### src/rtl/mac_layer_sequencer_pkg.sv
// Shared constants for the MAC layer sequencer: operand width and FSM state encoding.
package mac_seq_pkg;

  localparam int OP_W = 8;

  typedef enum logic [2:0] {
    ST_IDLE    = 3'd0,
    ST_FETCH   = 3'd1,
    ST_DRAIN0  = 3'd2,
    ST_DRAIN1  = 3'd3,
    ST_CAPTURE = 3'd4,
    ST_DONE    = 3'd5
  } seq_state_t;

endpackage

### src/rtl/mac_layer_sequencer_delay.sv
// Aligns the fetch-stage {valid, first} flags with the memory read latency and the MAC's
// internal multiply stage: valid is tapped after one stage, first after two.
module mac_seq_delay (
  input  logic clk,
  input  logic reset,
  input  logic valid_in,
  input  logic first_in,
  output logic valid_d1,
  output logic first_d2
);

  logic first_d1;

  always_ff @(posedge clk) begin
    if (reset) begin
      valid_d1 <= 1'b0;
      first_d1 <= 1'b0;
      first_d2 <= 1'b0;
    end else begin
      valid_d1 <= valid_in;
      first_d1 <= first_in;
      first_d2 <= first_d1;
    end
  end

endmodule

### src/rtl/mac_layer_sequencer.sv
// Steps one shared MAC through every neuron of a dense layer and writes each finished
// sum to the result buffer. Handshake: start is a level sampled only in IDLE; done pulses once.
module mac_layer_sequencer
  import mac_seq_pkg::*;
#(
  parameter int N_INPUTS  = 8,
  parameter int N_NEURONS = 4,
  parameter int WADDR_W   = (N_INPUTS * N_NEURONS > 1) ? $clog2(N_INPUTS * N_NEURONS) : 1,
  parameter int XADDR_W   = (N_INPUTS > 1) ? $clog2(N_INPUTS) : 1,
  parameter int RADDR_W   = (N_NEURONS > 1) ? $clog2(N_NEURONS) : 1
) (
  input  logic               clk,
  input  logic               reset,
  input  logic               start,
  output logic               busy,
  output logic               done,
  output logic [WADDR_W-1:0] w_addr,
  input  logic [OP_W-1:0]    w_data,
  output logic [XADDR_W-1:0] x_addr,
  input  logic [OP_W-1:0]    x_data,
  output logic [OP_W-1:0]    mac_weight,
  output logic [OP_W-1:0]    mac_in,
  output logic               mac_forget,
  output logic               mac_oe,
  output logic               mac_reset,
  input  logic [OP_W-1:0]    mac_out,
  output logic [RADDR_W-1:0] res_addr,
  output logic [OP_W-1:0]    res_data,
  output logic               res_we,
  output logic [2:0]         dbg_state
);

  localparam logic [XADDR_W-1:0] I_LAST = XADDR_W'(N_INPUTS - 1);
  localparam logic [RADDR_W-1:0] N_LAST = RADDR_W'(N_NEURONS - 1);

  seq_state_t         state;
  logic [XADDR_W-1:0] i_q;
  logic [RADDR_W-1:0] n_q;
  logic [WADDR_W-1:0] w_addr_q;
  logic               busy_q;
  logic               done_q;
  logic               cap_q;
  logic               fetch;
  logic               first;
  logic               valid_d1;
  logic               first_d2;

  assign fetch = (state == ST_FETCH);
  assign first = fetch && (i_q == '0);

  mac_seq_delay u_delay (
    .clk      (clk),
    .reset    (reset),
    .valid_in (fetch),
    .first_in (first),
    .valid_d1 (valid_d1),
    .first_d2 (first_d2)
  );

  // w_addr runs as its own counter so no multiplier is needed for neuron*N_INPUTS + i.
  always_ff @(posedge clk) begin
    if (reset) begin
      state    <= ST_IDLE;
      i_q      <= '0;
      n_q      <= '0;
      w_addr_q <= '0;
      busy_q   <= 1'b0;
      done_q   <= 1'b0;
      cap_q    <= 1'b0;
    end else begin
      done_q <= 1'b0;
      cap_q  <= 1'b0;
      case (state)
        ST_IDLE: begin
          if (start) begin
            state    <= ST_FETCH;
            i_q      <= '0;
            n_q      <= '0;
            w_addr_q <= '0;
            busy_q   <= 1'b1;
          end
        end
        ST_FETCH: begin
          if (i_q == I_LAST) begin
            state <= ST_DRAIN0;
          end else begin
            i_q      <= i_q + 1'b1;
            w_addr_q <= w_addr_q + 1'b1;
          end
        end
        ST_DRAIN0: state <= ST_DRAIN1;
        ST_DRAIN1: begin
          state <= ST_CAPTURE;
          cap_q <= 1'b1;
        end
        ST_CAPTURE: begin
          if (n_q != N_LAST) begin
            state    <= ST_FETCH;
            n_q      <= n_q + 1'b1;
            i_q      <= '0;
            w_addr_q <= w_addr_q + 1'b1;
          end else begin
            state  <= ST_DONE;
            busy_q <= 1'b0;
            done_q <= 1'b1;
          end
        end
        ST_DONE: state <= ST_IDLE;
        default: state <= ST_IDLE;
      endcase
    end
  end

  // Operands are zeroed outside valid cycles so the drain cycles accumulate nothing.
  assign mac_weight = valid_d1 ? w_data : '0;
  assign mac_in     = valid_d1 ? x_data : '0;
  assign mac_forget = first_d2;
  assign mac_oe     = cap_q;
  assign mac_reset  = reset;
  assign res_we     = cap_q;
  assign res_data   = cap_q ? mac_out : '0;
  assign res_addr   = n_q;
  assign w_addr     = w_addr_q;
  assign x_addr     = i_q;
  assign busy       = busy_q;
  assign done       = done_q;
  assign dbg_state  = state;

endmodule

### config.mk
export PLATFORM = sky130hd
export DESIGN_NAME = mac_layer_sequencer
export DESIGN_NICKNAME = d
export VERILOG_FILES = /design/src/rtl/mac_layer_sequencer_pkg.sv /design/src/rtl/mac_layer_sequencer_delay.sv /design/src/rtl/mac_layer_sequencer.sv
export SDC_FILE = /design/constraint.sdc
export NUM_CORES = 1
export LEC_CHECK = 0
export ABC_AREA = 1
export CAP_MARGIN = 20
export CORE_MARGIN = 2
export CORE_UTILIZATION = 55
export DETAILED_ROUTE_END_ITERATION = 7
export DONT_BUFFER_PORTS = 1
export MAX_ROUTING_LAYER = met4
export PLACE_DENSITY = 0.74
export SETUP_SLACK_MARGIN = 0.05
export SYNTH_ARGS = -nofsm -noshare
export SYNTH_HDL_FRONTEND = slang
export SYNTH_SLANG_ARGS = --single-unit
### constraint.sdc
create_clock -name clk -period 1.4 [get_ports clk]
set_clock_uncertainty 0.2 [all_clocks]
set_input_delay 0.14 -clock clk [delete_from_list [all_inputs] [get_ports clk]]
set_output_delay 0.14 -clock clk [all_outputs]
set_load 0.02 [all_outputs]
# Word level (Yosys, flattened, before mapping)
# Index checks and enable logic that the tools add are counted.
# word_totals
ff_bits	19
input_bits	27
out_inout_bits	43
elab_cells	58
# op_classes
add_sub_neg	3
n_eq_ne	11
muxes	23
n_bitwise	1
n_reduce_logical	10
# ops
cell	count
$mux W8	3
$mux W3	6
$mux W5	3
$pmux W3 S5	1
$pmux W5 S3	1
$ne A2 B2 Y1 const B	5
$pmux W3 S3	1
$eq A3 B2 Y1 const B	2
$eq A3 B3 Y1 const B	2
$logic_not A3 Y1	2
$reduce_and A3 Y1	2
$add A5 B1 Y5 const B	1
$mux W1	4
$mux W2	2
$pmux W2 S2	1
$reduce_and A4 Y1	1
$add A3 B1 Y3 const B	1
$eq A3 B1 Y1 const B	1
$reduce_bool A3 Y1	1
$add A2 B1 Y2 const B	1
$ne A2 B1 Y1 const B	1
$pmux W1 S2	1
$reduce_and A2 Y1	1
$reduce_bool A2 Y1	1
other kinds (3)	3

# Logic depth before layout (Yosys ltp)
# logic_depth
depth_word	3
ltp_mapped	9
mapped_depth_nobuf	8

# Cells and area by module
# Synthesis repeated with hierarchy kept, for this count alone.
# unflattened
hier_cells	179
area_unflattened_um2	1134.8
# modules_own_cells
module	instances	cells_each	area_per_inst_um2	seq_area_each_um2
mac_layer_sequencer	1	170	1052.3	320.3
mac_seq_delay	1	9	82.6	60.1

# Least setup slack after synthesis
# No wires, ideal clock.
# synth_path
path_kind	reg2reg
from	reg i_q[0], in the netlist x_addr[0]
to	reg i_q[0], in the netlist x_addr[0]
setup_time_ns	0.114
arrival_time_ns	1.363
required_ns	1.086
slack_ns	-0.277
path_stages_with_launch	10
synth_period_minus_slack_ns	1.677
cell_sequence	dfxtp_1 ha_1 ha_1 nand3_1 nand2_2 nor2_8 buf_6 nand2_1 nand2_1 nor2_2
# synth_between
elab_chain_cells	3
elab_cells_between_ends	6
cone_classes	1 x add/sub; 2 x eq/ne; 2 x mux; 1 x reduce/logical
# synth_rtl
element	line_no	text
from (decl)	mac_layer_sequencer.sv:37	logic [XADDR_W-1:0] i_q;
from (signal assigned)	mac_layer_sequencer.sv:87	i_q <= i_q + 1'b1;
$add A3 B1 Y3 or $eq A3 B3 Y1 (tied branches)	mac_layer_sequencer.sv:87, mac_layer_sequencer.sv:84	
$mux W3 or $ne A2 B2 Y1 (tied branches)	-	
$pmux W3 S3 or $reduce_and A4 Y1 (tied branches)	-	
# Parallel ways exist; a longest one is shown, timed or not. The select of a mux whose other input is x is not followed.
# A chain may end at the register's enable or synchronous reset.

# Worst setup path in the final report
# layout_path
from	reg i_q[0], in the netlist x_addr[0]
to	reg i_q[2], in the netlist x_addr[2]
# Same word-level chain as after synthesis.

==> metrics.yaml <==
placed_design:
  place_area_sq_mm: 0.00129
  place_worst_setup_slack_ns: -0.103
  globalplace.congestion: 0.816
  dp.cells: 210
  io_buffers: 0
  dp_hpwl_mm: 2.05
power_and_ir_drop:
  pwr-share-seq_pct: 42.2
  p_per_area_mw_per_mm2: 1070
  internal_power_uw: 961
  p_sw_uw: 635
  p_leak_uw: 0.000826
  peakVddDrop_mv: 0.767
  comb_power_share_pct: 40.2
  clkPwrFrac_pct: 17.6
  swShare_pct: 39.8
cts:
  cts_made_buffers: 3
  clock_latency_ns: 0.30
  clk_pin_slew_worst_paths_ns: 0.10
  cts_tree: "built"
  h-tree-depth: 1
  clock-sinks: 19
  hold_buffers: 1
  root_buffer: "clkbuf_4"
  cts-root-to-sink-buffers: 2
critical_path:
  reg2regPathDepth: 8
  crit_chain: "ha_4, ha_4, nand3_4, nand2_4, nor2_8, nand2_1, nand2_1, nor2_1"
  r2r_slack_ns: -0.14
  start_kind: "flip-flop"
  arrival_ns: 1.54
  r2r_start: "x_addr[0]"
  r2r-end: "x_addr[2]"
  end_kind: "flip-flop"
  crit_required_ns: 1.40
  max_stage_delay_ns: 0.37
  critPathKind: "flip-flop to flip-flop"
  cp_max_fo: 8
  cp_slowest_cell: "dfxtp_4"
detailed_routing:
  drt-initial-drc-count: 24
  viasPerCell: 5.12
  drc: 0
  routed_wirelength_mm: 3.02
  highest_layer: "met4"
  met3_length_um: 192
  wire_per_inst_um: 13.7
  dr.pass1.iters: 4
  wl_met2_mm: 1.52
  vias: 1132
  ant_nets: 0
  route.layer.met1.wl_mm: 1.24
sta:
  whs_ns: -0.328
  drv_slew: 0
  worst_pin_slew_ns: 0.290
  rsz0062_at_grt: "true"
  fin_crit_ns: 1.54
  hold_viol: 18
  clock.fmax_mhz: 651
  relSlewSlack_pct: 80.6
  worst_slack_ns: -0.137
  setup_viol: 11
  finalCritPeriodShare_pct: 110
logic_synthesis:
  synth_top_family_by_area: "simple AND/OR/NAND/NOR gates"
  synth-seq-cells: 19
  yosys-top-cells-count: "54 x nand2_1, 35 x inv_1, 19 x dfxtp_1, 19 x nor2_1"
  netlist_area_sq_mm: 0.00112
  synth-compound-area-share_pct: 6.15
  synth.avg_cell_area_sq_um: 6.47
  synth_ff_type: "dfxtp_1"
  synth.distinct_cells: 24
  ys_top_cells_by_area: "dfxtp_1 34%, nand2_1 18%, inv_1 12%"
  synth_fa_ha_area_share_pct: 5.59
  synth_warnings: 0
  yosysSeqAreaShare_pct: 34.0
  synth_edf_count: 0
  synth-xor-area-share_pct: 0.782
  yosysTopAreaCell: "dfxtp_1"
  async_flop_share_pct: 0
  synth_top_area_share_pct: 34.0
  synthSimpleGateAreaFrac_pct: 38.1
  synth_fp_nets: 205
  syn_inst: 173
  synthMuxAreaShare_pct: 0
  synth_most_common_cell: "nand2_1"
hold_path:
  whs_endpoint: "w_addr[2]"
  worstHoldPathCells: 1
  hp-start: "reset"
  holdCritPathClass: "primary input to flip-flop"
floorplanning:
  initial_utilization_pct: 57.7
  pin_count: 70
  die_h_um: 49.1
  core-area_sq_mm: 0.00194
  die_w_um: 49.1
  rows: 16
  die-area_sq_mm: 0.00241
cells_and_area:
  drive_gt1_share_pct: 37.1
  stdcell_count: 221
  n_antenna_cell: 0
  finalCoreUtilization_pct: 76.9
  design_area_sq_mm: 0.00149
  areaGrowthSynthToFinish_pct: 33.4
  nFillCells: 147
  layout.nets: 227
grt:
  grt_pass1_vias: 987
  gr-total-overflow: 0
  antenna_found_initial: 0
  grt_pass1_wl_mm: 4.22
  grt.total_usage_pct: 23.2
  grt_max_degree: 17
outcome:
  outcome: "finished with violations"
  violations: "negative hold slack, negative setup slack"
flow_run:
  maxCapViolations: 0
[how the worst max path moves through the flow]
stage | cells after the start | slack (ns) | to | startpoint
after global placement | 8 | -0.05 | x_addr[1] | x_addr[0]
after CTS | 8 | -0.09 | x_addr[2] | x_addr[1]
after floorplan | 9 | -0.11 | x_addr[1] | x_addr[1]
after global routing | 8 | -0.18 | x_addr[2] | x_addr[1]
final | 8 | -0.14 | x_addr[2] | x_addr[0]
after detailed placement | 8 | -0.10 | x_addr[2] | x_addr[1]
[per-layer routing]
metal / vias up / track usage (%)
li1: 560 / -
met1: 517 / 25.6
met2: 48 / 38.7
met3: 7 / 5.52
met4: 0 / 11.9
met5: - / -
[critical path, delay by kind of cell (launching register included)]
| kind | cells | cell delay, ns |
|---|---|---|
| AND/OR/NAND/NOR | 6 | 0.53 |
| flip-flops | 1 | 0.37 |
| adder cells (fa/ha/maj) | 2 | 0.32 |
[sequential cells by signal, indices dropped and copies added (netlist names), 2 cells and up]
name       cells
w_addr         5
dbg_state      3
x_addr         3
res_addr       2
[cells by family after synthesis]
logic type	after synthesis
XOR/XNOR	1
adder cells (fa/ha/maj)	5
flip-flops	19
AND/OR/NAND/NOR	94
buffers and inverters	42
AO/OA/AOI/OAI	12
[through the flow]
stage	setup TNS (ns)	power, uW
after global placement	-0.376	1160
final	-0.728	1600
after floorplan	-0.501	1070
after CTS	-0.630	1490
after global routing	-1.36	1680
after detailed placement	-0.671	1180
[cell usage in the layout (no fill, tap or decap), types with 4 or more instances in the layout]
master,count
inv_2,7
nor2_2,4
dfxtp_1,8
nand3_1,6
nor2_1,16
inv_1,27
nand2_2,7
nand2_1,47
buf_4,18
dfxtp_4,6
a21oi_1,6
dfxtp_2,5
[power groups by stage]
stage	Sequential [uW]	Combinational [uW]	Clock, uW
CTS	673	526	290
global placement	677	485	0
global route	679	695	303
floorplan	733	333	0
detailed placement	681	502	0
finish	673	642	281
[final cells by class]
type,instances,area [sq um],area share (%)
multi-input cells,113,692,46.3
flip-flops and latches,19,409,27.4
repair buffers,23,199,13.3
inverters,35,134,8.96
well taps,27,33.8,2.26
clock buffers,4,26.3,1.76
[repair_timing]
| item | CTS | global route |
|---|---|---|
| cloned | 1 | 0 |
| setup endpoints to repair | 37 | 18 |
| setup buffers | 0 | 5 |
| gates resized for setup | 8 | 33 |
| hold endpoints to repair | 19 | 18 |
| pin swaps | 4 | 11 |
Power figures use the tool's default switching activity.
